--- config.mk ---
export PLATFORM = sky130hd
export DESIGN_NAME = display_buffer_arbiter_flat
export DESIGN_NICKNAME = d
export VERILOG_FILES = /design/src/rtl/display_pkg.sv /design/src/rtl/display_buffer_arbiter_if.sv /design/src/rtl/display_write_fifo.sv /design/src/rtl/display_buffer_arbiter.sv /design/src/flat_wrapper.sv
export SDC_FILE = /design/constraint.sdc
export NUM_CORES = 1
export LEC_CHECK = 0
export CELL_PAD_IN_SITES_DETAIL_PLACEMENT = 1
export CELL_PAD_IN_SITES_GLOBAL_PLACEMENT = 1
export CORE_MARGIN = 10
export CORE_UTILIZATION = 51
export DETAILED_ROUTE_END_ITERATION = 12
export MAX_ROUTING_LAYER = met4
export PLACE_DENSITY_LB_ADDON = 0.1
export SYNTH_ARGS = -nofsm -noshare
export SYNTH_HDL_FRONTEND = slang
export SYNTH_SLANG_ARGS = --single-unit
--- constraint.sdc ---
create_clock -name clk -period 4.34 [get_ports clk]
set_clock_uncertainty 0.05 [all_clocks]
set_input_delay 0.651 -clock clk [delete_from_list [all_inputs] [get_ports clk]]
set_output_delay 0.651 -clock clk [all_outputs]
set_load 0.02 [all_outputs]
--- src/rtl/display_pkg.sv ---
// Shared types and constants for the display buffer write path.
// The FIFO entry layout and the arbiter state encoding live here so the
// arbiter, its FIFO and the bus interface all agree on field widths.
package display_pkg;

   localparam int POSITION_W         = 12;
   localparam int CHAR_W             = 7;
   localparam int SCREEN_POSITIONS   = 2400;
   localparam int DEFAULT_FIFO_DEPTH = 8;
   localparam int ENTRY_W            = POSITION_W + CHAR_W;

   localparam logic [CHAR_W-1:0] BLANK_CODE = 7'h20;

   typedef enum logic {
      ST_IDLE  = 1'b0,
      ST_CLEAR = 1'b1
   } arb_state_t;

   typedef struct packed {
      logic [POSITION_W-1:0] position;
      logic [CHAR_W-1:0]     charCode;
   } fifo_entry_t;

   function automatic fifo_entry_t makeEntry(input logic [POSITION_W-1:0] position,
                                             input logic [CHAR_W-1:0]     charCode);
      fifo_entry_t entry;
      entry.position = position;
      entry.charCode = charCode;
      return entry;
   endfunction

endpackage

--- src/rtl/display_buffer_arbiter_if.sv ---
// Bus between the display instruction dispatcher (master side) and the
// display buffer arbiter (slave side). Carries the CPU write strobe, the
// clear request, status flags and the display buffer write port.
interface display_buffer_arbiter_if;
   import display_pkg::*;

   logic                  cpu_write_enable;
   logic [POSITION_W-1:0] cpu_position;
   logic [CHAR_W-1:0]     cpu_char_code;
   logic                  clear_request;
   logic                  busy;
   logic                  overflow;
   logic                  buffer_write_enable;
   logic [POSITION_W-1:0] buffer_position;
   logic [CHAR_W-1:0]     buffer_char_code;

   modport master (
      output cpu_write_enable, cpu_position, cpu_char_code, clear_request,
      input  busy, overflow, buffer_write_enable, buffer_position, buffer_char_code
   );

   modport slave (
      input  cpu_write_enable, cpu_position, cpu_char_code, clear_request,
      output busy, overflow, buffer_write_enable, buffer_position, buffer_char_code
   );

endinterface

--- src/rtl/display_write_fifo.sv ---
// Small ordered FIFO that holds CPU display writes until the arbiter can
// issue them. A flush discards everything already stored but still keeps a
// push arriving on the same edge, so a write racing a clear survives it.
module display_write_fifo #(
   parameter int FIFO_DEPTH = 8,
   parameter int ENTRY_W    = 19
) (
   input  logic               clk,
   input  logic               reset,
   input  logic               push_i,
   input  logic [ENTRY_W-1:0] pushData_i,
   input  logic               pop_i,
   input  logic               flush_i,
   output logic               full_o,
   output logic               empty_o,
   output logic [ENTRY_W-1:0] headData_o
);

   localparam int ADDR_W = $clog2(FIFO_DEPTH);
   localparam int PTR_W  = ADDR_W + 1;

   logic [ENTRY_W-1:0] mem_q [FIFO_DEPTH];
   logic [PTR_W-1:0]   wrPtr_q, wrPtr_d;
   logic [PTR_W-1:0]   rdPtr_q, rdPtr_d;
   logic [PTR_W-1:0]   fillLevel;
   logic               popAccept;
   logic               pushAccept;

   assign fillLevel  = wrPtr_q - rdPtr_q;
   assign full_o     = (fillLevel == PTR_W'(FIFO_DEPTH));
   assign empty_o    = (fillLevel == '0);
   assign headData_o = mem_q[rdPtr_q[ADDR_W-1:0]];

   // A flush frees the whole FIFO, so it also makes room for a push when full.
   assign popAccept  = pop_i && !empty_o && !flush_i;
   assign pushAccept = push_i && (!full_o || popAccept || flush_i);

   // Pointer next-state: flush jumps the read pointer onto the write pointer.
   always_comb begin
      rdPtr_d = rdPtr_q;
      wrPtr_d = wrPtr_q;
      if (flush_i) begin
         rdPtr_d = wrPtr_q;
      end else if (popAccept) begin
         rdPtr_d = rdPtr_q + PTR_W'(1);
      end
      if (pushAccept) begin
         wrPtr_d = wrPtr_q + PTR_W'(1);
      end
   end

   // Pointer registers; reset empties the FIFO.
   always_ff @(posedge clk) begin
      if (reset) begin
         rdPtr_q <= '0;
         wrPtr_q <= '0;
      end else begin
         rdPtr_q <= rdPtr_d;
         wrPtr_q <= wrPtr_d;
      end
   end

   // Storage array; contents need no reset because the pointers gate them.
   always_ff @(posedge clk) begin
      if (pushAccept) begin
         mem_q[wrPtr_q[ADDR_W-1:0]] <= pushData_i;
      end
   end

endmodule

--- src/rtl/display_buffer_arbiter.sv ---
// Owns the single write port of the character display buffer. CPU writes
// are queued in a FIFO and drained one per cycle while idle; a clear request
// sweeps every screen cell with the blank character and discards any queued
// writes it would overwrite anyway. All outputs come straight from registers.
module display_buffer_arbiter #(
   parameter int                             POSITIONS  = display_pkg::SCREEN_POSITIONS,
   parameter int                             FIFO_DEPTH = display_pkg::DEFAULT_FIFO_DEPTH,
   parameter logic [display_pkg::CHAR_W-1:0] BLANK_CODE = display_pkg::BLANK_CODE
) (
   input logic                     clk,
   input logic                     reset,
   display_buffer_arbiter_if.slave bus
);
   import display_pkg::*;

   localparam logic [POSITION_W-1:0] LAST_POS  = POSITION_W'(POSITIONS - 1);
   localparam logic [POSITION_W:0]   POS_LIMIT = (POSITION_W + 1)'(POSITIONS);

   arb_state_t            state_q, state_d;
   logic [POSITION_W-1:0] clearCount_q, clearCount_d;
   logic                  busy_q, busy_d;
   logic                  overflow_q, overflow_d;
   logic                  bufWriteEnable_q, bufWriteEnable_d;
   logic [POSITION_W-1:0] bufPosition_q, bufPosition_d;
   logic [CHAR_W-1:0]     bufCharCode_q, bufCharCode_d;

   logic                  positionValid;
   logic                  fifoPush;
   logic                  fifoPop;
   logic                  fifoFlush;
   logic                  fifoFull;
   logic                  fifoEmpty;
   logic                  pushDropped;
   logic [ENTRY_W-1:0]    fifoHead;
   fifo_entry_t           headEntry;
   fifo_entry_t           newEntry;

   assign positionValid = ({1'b0, bus.cpu_position} < POS_LIMIT);
   assign fifoPush      = bus.cpu_write_enable && positionValid;
   assign fifoFlush     = bus.clear_request;
   assign fifoPop       = (state_q == ST_IDLE) && !fifoEmpty && !bus.clear_request;
   assign pushDropped   = fifoPush && fifoFull && !fifoPop && !fifoFlush;
   assign newEntry      = makeEntry(bus.cpu_position, bus.cpu_char_code);
   assign headEntry     = fifo_entry_t'(fifoHead);

   display_write_fifo #(
      .FIFO_DEPTH (FIFO_DEPTH),
      .ENTRY_W    (ENTRY_W)
   ) u_fifo (
      .clk        (clk),
      .reset      (reset),
      .push_i     (fifoPush),
      .pushData_i (newEntry),
      .pop_i      (fifoPop),
      .flush_i    (fifoFlush),
      .full_o     (fifoFull),
      .empty_o    (fifoEmpty),
      .headData_o (fifoHead)
   );

   // Next-state and next-output logic: drain the FIFO when idle, sweep blanks when clearing.
   always_comb begin
      state_d          = state_q;
      clearCount_d     = clearCount_q;
      busy_d           = 1'b0;
      overflow_d       = overflow_q | pushDropped;
      bufWriteEnable_d = 1'b0;
      bufPosition_d    = '0;
      bufCharCode_d    = '0;
      case (state_q)
         ST_IDLE: begin
            if (bus.clear_request) begin
               state_d      = ST_CLEAR;
               clearCount_d = '0;
               busy_d       = 1'b1;
            end else if (!fifoEmpty) begin
               bufWriteEnable_d = 1'b1;
               bufPosition_d    = headEntry.position;
               bufCharCode_d    = headEntry.charCode;
            end
         end
         ST_CLEAR: begin
            bufWriteEnable_d = 1'b1;
            bufPosition_d    = clearCount_q;
            bufCharCode_d    = BLANK_CODE;
            busy_d           = 1'b1;
            if (bus.clear_request) begin
               clearCount_d = '0;
            end else if (clearCount_q == LAST_POS) begin
               state_d      = ST_IDLE;
               clearCount_d = '0;
               busy_d       = 1'b0;
            end else begin
               clearCount_d = clearCount_q + POSITION_W'(1);
            end
         end
         default: begin
            state_d      = ST_IDLE;
            clearCount_d = '0;
         end
      endcase
   end

   // State, clear counter, sticky overflow and registered buffer-port outputs.
   always_ff @(posedge clk) begin
      if (reset) begin
         state_q          <= ST_IDLE;
         clearCount_q     <= '0;
         busy_q           <= 1'b0;
         overflow_q       <= 1'b0;
         bufWriteEnable_q <= 1'b0;
         bufPosition_q    <= '0;
         bufCharCode_q    <= '0;
      end else begin
         state_q          <= state_d;
         clearCount_q     <= clearCount_d;
         busy_q           <= busy_d;
         overflow_q       <= overflow_d;
         bufWriteEnable_q <= bufWriteEnable_d;
         bufPosition_q    <= bufPosition_d;
         bufCharCode_q    <= bufCharCode_d;
      end
   end

   assign bus.busy                = busy_q;
   assign bus.overflow            = overflow_q;
   assign bus.buffer_write_enable = bufWriteEnable_q;
   assign bus.buffer_position     = bufPosition_q;
   assign bus.buffer_char_code    = bufCharCode_q;

endmodule
--- src/flat_wrapper.sv ---
// flat-port wrapper written by rule: the top's interface ports become plain ports
module display_buffer_arbiter_flat import display_pkg::*;
#(
   parameter int                             POSITIONS  = display_pkg::SCREEN_POSITIONS,
   parameter int                             FIFO_DEPTH = display_pkg::DEFAULT_FIFO_DEPTH,
   parameter logic [display_pkg::CHAR_W-1:0] BLANK_CODE = display_pkg::BLANK_CODE
)
  (clk, reset, bus_cpu_write_enable, bus_cpu_position, bus_cpu_char_code, bus_clear_request, bus_busy, bus_overflow, bus_buffer_write_enable, bus_buffer_position, bus_buffer_char_code);
  display_buffer_arbiter_if bus_i ();
  input logic clk;
  input logic reset;
  input wire logic [$bits(bus_i.cpu_write_enable)-1:0] bus_cpu_write_enable;
  input wire logic [$bits(bus_i.cpu_position)-1:0] bus_cpu_position;
  input wire logic [$bits(bus_i.cpu_char_code)-1:0] bus_cpu_char_code;
  input wire logic [$bits(bus_i.clear_request)-1:0] bus_clear_request;
  output wire logic [$bits(bus_i.busy)-1:0] bus_busy;
  output wire logic [$bits(bus_i.overflow)-1:0] bus_overflow;
  output wire logic [$bits(bus_i.buffer_write_enable)-1:0] bus_buffer_write_enable;
  output wire logic [$bits(bus_i.buffer_position)-1:0] bus_buffer_position;
  output wire logic [$bits(bus_i.buffer_char_code)-1:0] bus_buffer_char_code;
  assign bus_i.cpu_write_enable = bus_cpu_write_enable;
  assign bus_i.cpu_position = bus_cpu_position;
  assign bus_i.cpu_char_code = bus_cpu_char_code;
  assign bus_i.clear_request = bus_clear_request;
  assign bus_busy = bus_i.busy;
  assign bus_overflow = bus_i.overflow;
  assign bus_buffer_write_enable = bus_i.buffer_write_enable;
  assign bus_buffer_position = bus_i.buffer_position;
  assign bus_buffer_char_code = bus_i.buffer_char_code;
  display_buffer_arbiter #(.POSITIONS(POSITIONS), .FIFO_DEPTH(FIFO_DEPTH), .BLANK_CODE(BLANK_CODE)) u_core (.clk(clk), .reset(reset), .bus(bus_i));
endmodule
Word-level counts from Yosys, hierarchy flattened
Memory sizes are Yosys's and may differ from the RTL's. A register that Yosys moved wholly into a read port is not among the register bits.
Index checks and enable logic that the tools add are counted.
- register bits: 42
- latch bits: 0
- memory bits (writable): 152
- ROM bits: 0
- input port bits: 23
- output and inout port bits: 22
- logic and storage cells: 59
- memories: 1
- add/sub/neg operators: 4
- multiply operators: 0
- div/mod/pow operators: 0
- $lt $le $gt $ge: 1
- equal/unequal tests: 3
- shift-type cells: 0
- multiplexer cells: 23
- bitwise logic cells: 2
- reduce and logical (&&, ||, !) cells: 17
- memories (memory ; words ; bits a word ; read ports ; clocked after memory_dff ; wr ports ; RTL line ; RTL):
    u_core.u_fifo.mem_q ; 8 ; 19 ; 1 ; 1 ; 1 ; display_write_fifo.sv:22 ; logic [ENTRY_W-1:0] mem_q [FIFO_DEPTH];
- operator list (kind ; number):
    12-bit two-way mux ; 5
    12-bit one-hot mux with 2 select lines ; 2
    7-bit two-way mux ; 2
    7-bit one-hot mux with 2 select lines ; 1
    12-bit by 1-bit adder with 12-bit output (second input constant) ; 1
    12-bit equality test (second input constant) ; 1
    12-bit < comparator (second input constant) ; 1
    1-bit logical AND ; 9
    4-bit by 1-bit adder with 4-bit output (second input constant) ; 2
    4-bit two-way mux ; 2
    1-bit two-way mux ; 7
    3-bit two-way mux ; 2
    4-bit equality test (second input constant) ; 1
    1-bit zero test ; 4
    4-bit zero test ; 1
    1-bit one-hot mux with 2 select lines ; 2
    4-bit subtractor ; 1
    1-bit logical OR ; 2
    2-bit inequality test (second input constant) ; 1
    2-bit nonzero test ; 1
    1-bit NOT ; 1
    1-bit bitwise OR ; 1

Logic depth before layout (Yosys ltp)
- depth in word-level cells: 12
- depth in mapped cells: 8
- mapped depth without buffers: 7

By module
From an unflattened synthesis, not the netlist that was laid out.
- cells, all modules: 436
- area, all modules: 7697.4 sq um
- by module, submodules not included (module ; times used ; cells an instance ; area each (sq um) ; sequential area each (sq um)):
    display_write_fifo ; 1 ; 300 ; 6397.4 ; 4784.6
    display_buffer_arbiter ; 1 ; 136 ; 1300.0 ; 680.7

Worst setup path before layout
Ideal clock, no wire load.
- path type: register -> register
- start point: reg u_core.u_fifo.rdPtr_q[2]
- end point: mem u_core.u_fifo.mem_q[1][0], enable pin
- library setup time: 0.444 ns
- arrival: 3.333 ns
- data required time: 3.846 ns
- setup slack: 0.514 ns
- cell stages (with the launch flop): 8
- path buffers: 0
- clock period less this slack: 3.826 ns
- path through: dfxtp_1 > inv_1 > ha_1 > and3b_4 > o21ai_2 > a2111oi_4 > nand2b_1 > nor4_1
- longest elaborated chain between the ends: 12
- elaborated cells on any way between the ends: 14
- classes of those cells: add/sub (1); eq/ne (1); mux (2); reduce/logical (10)
- ends and longest elaborated chain (what ; RTL line ; RTL):
    from (decl) ; display_write_fifo.sv:24 ; logic [PTR_W-1:0] rdPtr_q, rdPtr_d;
    from (signal assigned) ; display_write_fifo.sv:58 ; rdPtr_q <= rdPtr_d;
    4-bit subtractor (*) ; display_write_fifo.sv:29 ; assign fillLevel = wrPtr_q - rdPtr_q;
    4-bit zero test ; display_write_fifo.sv:31 ; assign empty_o = (fillLevel == '0);
    1-bit zero test ; display_write_fifo.sv:35, display_buffer_arbiter.sv:41 ;
    1-bit logical AND (2 in a row) ; display_buffer_arbiter.sv:41 ; assign fifoPop = (state_q == ST_IDLE) && !fifoEmpty && !bus.clear_request;
    1-bit logical AND (2 in a row) ; display_write_fifo.sv:35 ; assign popAccept = pop_i && !empty_o && !flush_i;
    1-bit logical OR (*) (2 in a row) ; display_write_fifo.sv:36 ; assign pushAccept = push_i && (!full_o || popAccept || flush_i);
    1-bit logical AND (*) ; display_write_fifo.sv:36 ;
    1-bit two-way mux (*) ; display_write_fifo.sv:65 ; if (pushAccept) begin
    1-bit two-way mux (implied by the code) (*) ; display_write_fifo.sv:66 ; mem_q[wrPtr_q[ADDR_W-1:0]] <= pushData_i;
    to (decl) ; display_write_fifo.sv:22 ;
Every way passes the cells marked *; elsewhere a longest branch is shown, timed or not.

Final worst setup path
- start point: reg u_core.u_fifo.wrPtr_q[1]
- end point: mem u_core.u_fifo.mem_q[0][11], enable pin
- longest elaborated chain between the ends: 12
- elaborated cells on any way between the ends: 14
- classes of those cells: add/sub (1); eq/ne (1); mux (2); reduce/logical (10)
- ends and longest elaborated chain (what ; RTL line ; RTL):
    from (decl) ; display_write_fifo.sv:23 ; logic [PTR_W-1:0] wrPtr_q, wrPtr_d;
    from (signal assigned) ; display_write_fifo.sv:59 ; wrPtr_q <= wrPtr_d;
    4-bit subtractor ; display_write_fifo.sv:29 ;
    4-bit zero test ; display_write_fifo.sv:31 ;
    1-bit zero test ; display_write_fifo.sv:35, display_buffer_arbiter.sv:41 ;
    1-bit logical AND (2 in a row) ; display_buffer_arbiter.sv:41 ;
    1-bit logical AND (2 in a row) ; display_write_fifo.sv:35 ;
    1-bit logical OR (2 in a row) ; display_write_fifo.sv:36 ;
    1-bit logical AND ; display_write_fifo.sv:36 ;
    1-bit two-way mux ; display_write_fifo.sv:65 ;
    1-bit two-way mux (implied by the code) ; display_write_fifo.sv:66 ;
Parallel ways exist; a longest one is shown, timed or not.

==> flow_summary_export.csv <==
group,metric,value,unit
route,drc,0,
global_route,track_usage,17.8,%
clocking,clock-sinks,197,
yosys,ys_ff_latch,197,
final_layout,final_nets,533,
final_layout,drive_gt1_share,19.7,%
global_route,grt_overflow_total,0,
timing,hold_viol_final,0,
clocking,post_cts_resized,0,
power_and_ir_drop,power_leakage,2.87,nW
route,viasPerCell,5.85,
yosys,synth_common_cells,"edfxtp_1 (152), dfxtp_1 (45), mux4_2 (38)",
critical_path,required,4470,ps
status,outcome,"complete, no violations",
place,hpwl,10800,um
route,drt_first_pass_iters,5,
timing,tightest_slew,1250,ps
yosys,synth_edf_count,152,
critical_path,rr_worst_depth,7,
critical_path,path_delay_family,"simple AND/OR/NAND/NOR gates",
route,met2_length,8540,um
min_path,holdPathStages,2,
clocking,cts_tree,"yes",
power_and_ir_drop,p_switching,951,uW
yosys,synth.top_cell.area_share,59.7,%
die,rows,44,
critical_path,end_kind,"flip-flop",
clocking,clockRootBuffer,"clkbuf_16",
yosys,postSynthCellCount,443,
timing,setup_viol_count_final,0,
power_and_ir_drop,p_seq_share,52.8,%
final_layout,area_growth,17.4,%
timing,drv_slew,0,
route,dr_wl_met3,608,um
yosys,synthArstFlopShare,0,%
final_layout,finalInstanceArea,8970,sq um
yosys,avgSynthCellArea,17.3,sq um
run,maxCapViolations,0,
timing,fin_setup_tns,0,ps
global_route,antenna_found_initial,0,
die,num_io_pins,45,
critical_path,max_stage_delay,610,ps
timing,rsz0062_at_grt,"no",
timing,maxSlewHeadroom,16.8,%
global_route,grt_start_max_net_pins,24,
global_route,grt_first_pass_wirelength,26300,um
route,met1_length,7190,um
critical_path,arrival,3450,ps
yosys,yosysMostFrequentCell,"edfxtp_1",
critical_path,worst-path-buf-inv,1,
yosys,synth_nets,472,
yosys,synth_largest_area_cell,"edfxtp_1",
route,wl_per_cell,23.6,um
power_and_ir_drop,p_int,3.05,mW
critical_path,critPathMaxFanout,11,
power_and_ir_drop,powerDensity,446,nW/um^2
min_path,hp-class,"flip-flop to flip-flop",
yosys,synth-main-ff-cell,"edfxtp_1",
critical_path,cp_slowest_cell,"a2111oi_4",
global_route,grt_pass1_vias,4468,
route,wirelength,16600,um
timing,fmax,302,MHz
final_layout,stdcell_count,701,
yosys,synthTopCellsByArea,"edfxtp_1 (60%), dfxtp_1 (12%), mux4_2 (11%), mux2i_1 (2.5%), o21ai_0 (1.2%)",
die,chipWidth,142,um
critical_path,reg2reg_from,"u_core.u_fifo.wrPtr_q[1]",
yosys,ys_seq_area_share,71.5,%
power_and_ir_drop,peakVddDrop,0.257,mV
yosys,synthesis.area,7640,sq um
final_layout,final_util,61.5,%
clocking,post_cts_buffers,0,
die,start_util,52.4,%
critical_path,setup.worst_path.class,"flip-flop to flip-flop",
die,dieArea,20300,sq um
power_and_ir_drop,power_frac_clock,38.8,%
place,gp_congestion,0.759,
critical_path,ff2ff_setup_slack,1030,ps
clocking,path_clk_slew,70,ps
timing,period_share,76.3,%
clocking,clk_path_buf_depth,2,
clocking,ctsHoldBuffers,0,
power_and_ir_drop,p_comb_share,8.5,%
clocking,htree_levels,4,
yosys,yosysWarnings,0,
final_layout,n_antenna_cell,0,
min_path,min_to,"u_core.bus.buffer_position[11]",
die,fp.dieH,142,um
yosys,synth_cell_type_count,53,
die,core_area,14600,sq um
route,drtIter0Drc,262,
min_path,hold_start,"u_core.clearCount_q[11]",
critical_path,critPathLaunch,"u_core.u_fifo.wrPtr_q[1]",
critical_path,crit_chain,"ha_1, and3b_4, or3_4, a2111oi_4, nor2_2, and3_1, buf_4",
clocking,cts_buffers,17,
route,topRoutingLayerUsed,"met4",
clocking,clock_latency,440,ps
power_and_ir_drop,p_sw_share,23.8,%
route,ant_nets,0,
route,via_count,4099,
timing,min_period,3310,ps
place,io_buffer_count,44,
place,dpl_cell_area,8380,sq um
critical_path,startpoint_type,"flip-flop",
critical_path,r2r_end,"u_core.u_fifo.mem_q[0][11]",
place,placed_cells,669,
## power groups by stage
stage               clock network, mW  registers, mW  logic (mW)
floorplan                           0           2.14       0.213
detailed placement                  0           2.16       0.344
finish                           1.55           2.11       0.339
global route                     1.67           2.12       0.369
global placement                    0           2.15       0.335
CTS                              1.59           2.11       0.347
## stage by stage
stage / power, mW / hold slack [ps] / worst slack, ps
after floorplan: 2.36 / 405 / 514
after global placement: 2.49 / 453 / 1030
after detailed placement: 2.50 / 472 / 932
after CTS: 4.05 / 484 / 1040
after global routing: 4.16 / 512 / 885
final: 4.00 / 482 / 1030
## per-layer routing
| layer | vias to the layer above | global-route usage [%] |
|---|---|---|
| met4 | 0 | 6.07 |
| met2 | 71 | 28.6 |
| met1 | 2135 | 21.9 |
| li1 | 1871 | - |
| met3 | 22 | 3.81 |
| met5 | - | - |
## worst max path at each step
stage / end / depth (start not counted)
2_1_floorplan: u_core.u_fifo.mem_q[1][0] / 7
3_3_place_gp: u_core.u_fifo.mem_q[4][13] / 6
3_5_place_dp: u_core.u_fifo.mem_q[3][10] / 7
4_1_cts: u_core.u_fifo.mem_q[0][11] / 7
5_1_grt: u_core.u_fifo.mem_q[0][11] / 7
6_report: u_core.u_fifo.mem_q[0][11] / 7
## worst reg2reg max path, stage by stage (launching register included)
cell	delay, ps
dfxtp_1	590
ha_1	330
and3b_4	200
or3_4	410
a2111oi_4	610
nor2_2	150
and3_1	410
buf_4	300
## logic make-up after synthesis
logic type	synth area share [%]
DFF	71.5
AOI/OAI and AO/OA	4.83
adders and majority gates	0.982
buffers and inverters	1.34
xor gates and xnor gates	0.917
muxes	14.3
and+or+nand+nor	6.09
## final cells by class
cell class	instances	area, sq um
Inverter	9	33.8
Clock buffer	17	425
Multi-Input combinational cell	220	2100
Timing Repair Buffer	59	553
Fill cell	1281	5620
Tap cell	184	230
Clock inverter	15	160
Sequential cell	197	5470
## sequential cells by signal (all words and copies together), names as in the netlist, named ones only
name	count
u_core.u_fifo.mem_q	152
u_core.bus.buffer_position	12
u_core.clearCount_q	12
u_core.bus.buffer_char_code	7
u_core.u_fifo.rdPtr_q	4
u_core.u_fifo.wrPtr_q	4
u_core.bus.buffer_write_enable	1
u_core.bus.overflow	1
u_core.state_q	1
## layout by cell type (no fill, tap or decap), drive strengths merged, types with 3 or more instances in the layout
cell,n
a21o,3
a21oi,8
and4,3
buf,15
clkbuf,17
clkdlybuf4s50,44
clkinv,4
clkinvlp,3
dfxtp,45
edfxtp,152
ha,6
inv,16
mux2,4
mux2i,19
mux4,38
nand2,25
nand2b,6
nand3,10
nor2,23
nor2b,3
nor4,5
o21ai,25
o31ai,5
xor2,6
No activity file was read; power rests on OpenSTA's default activity.
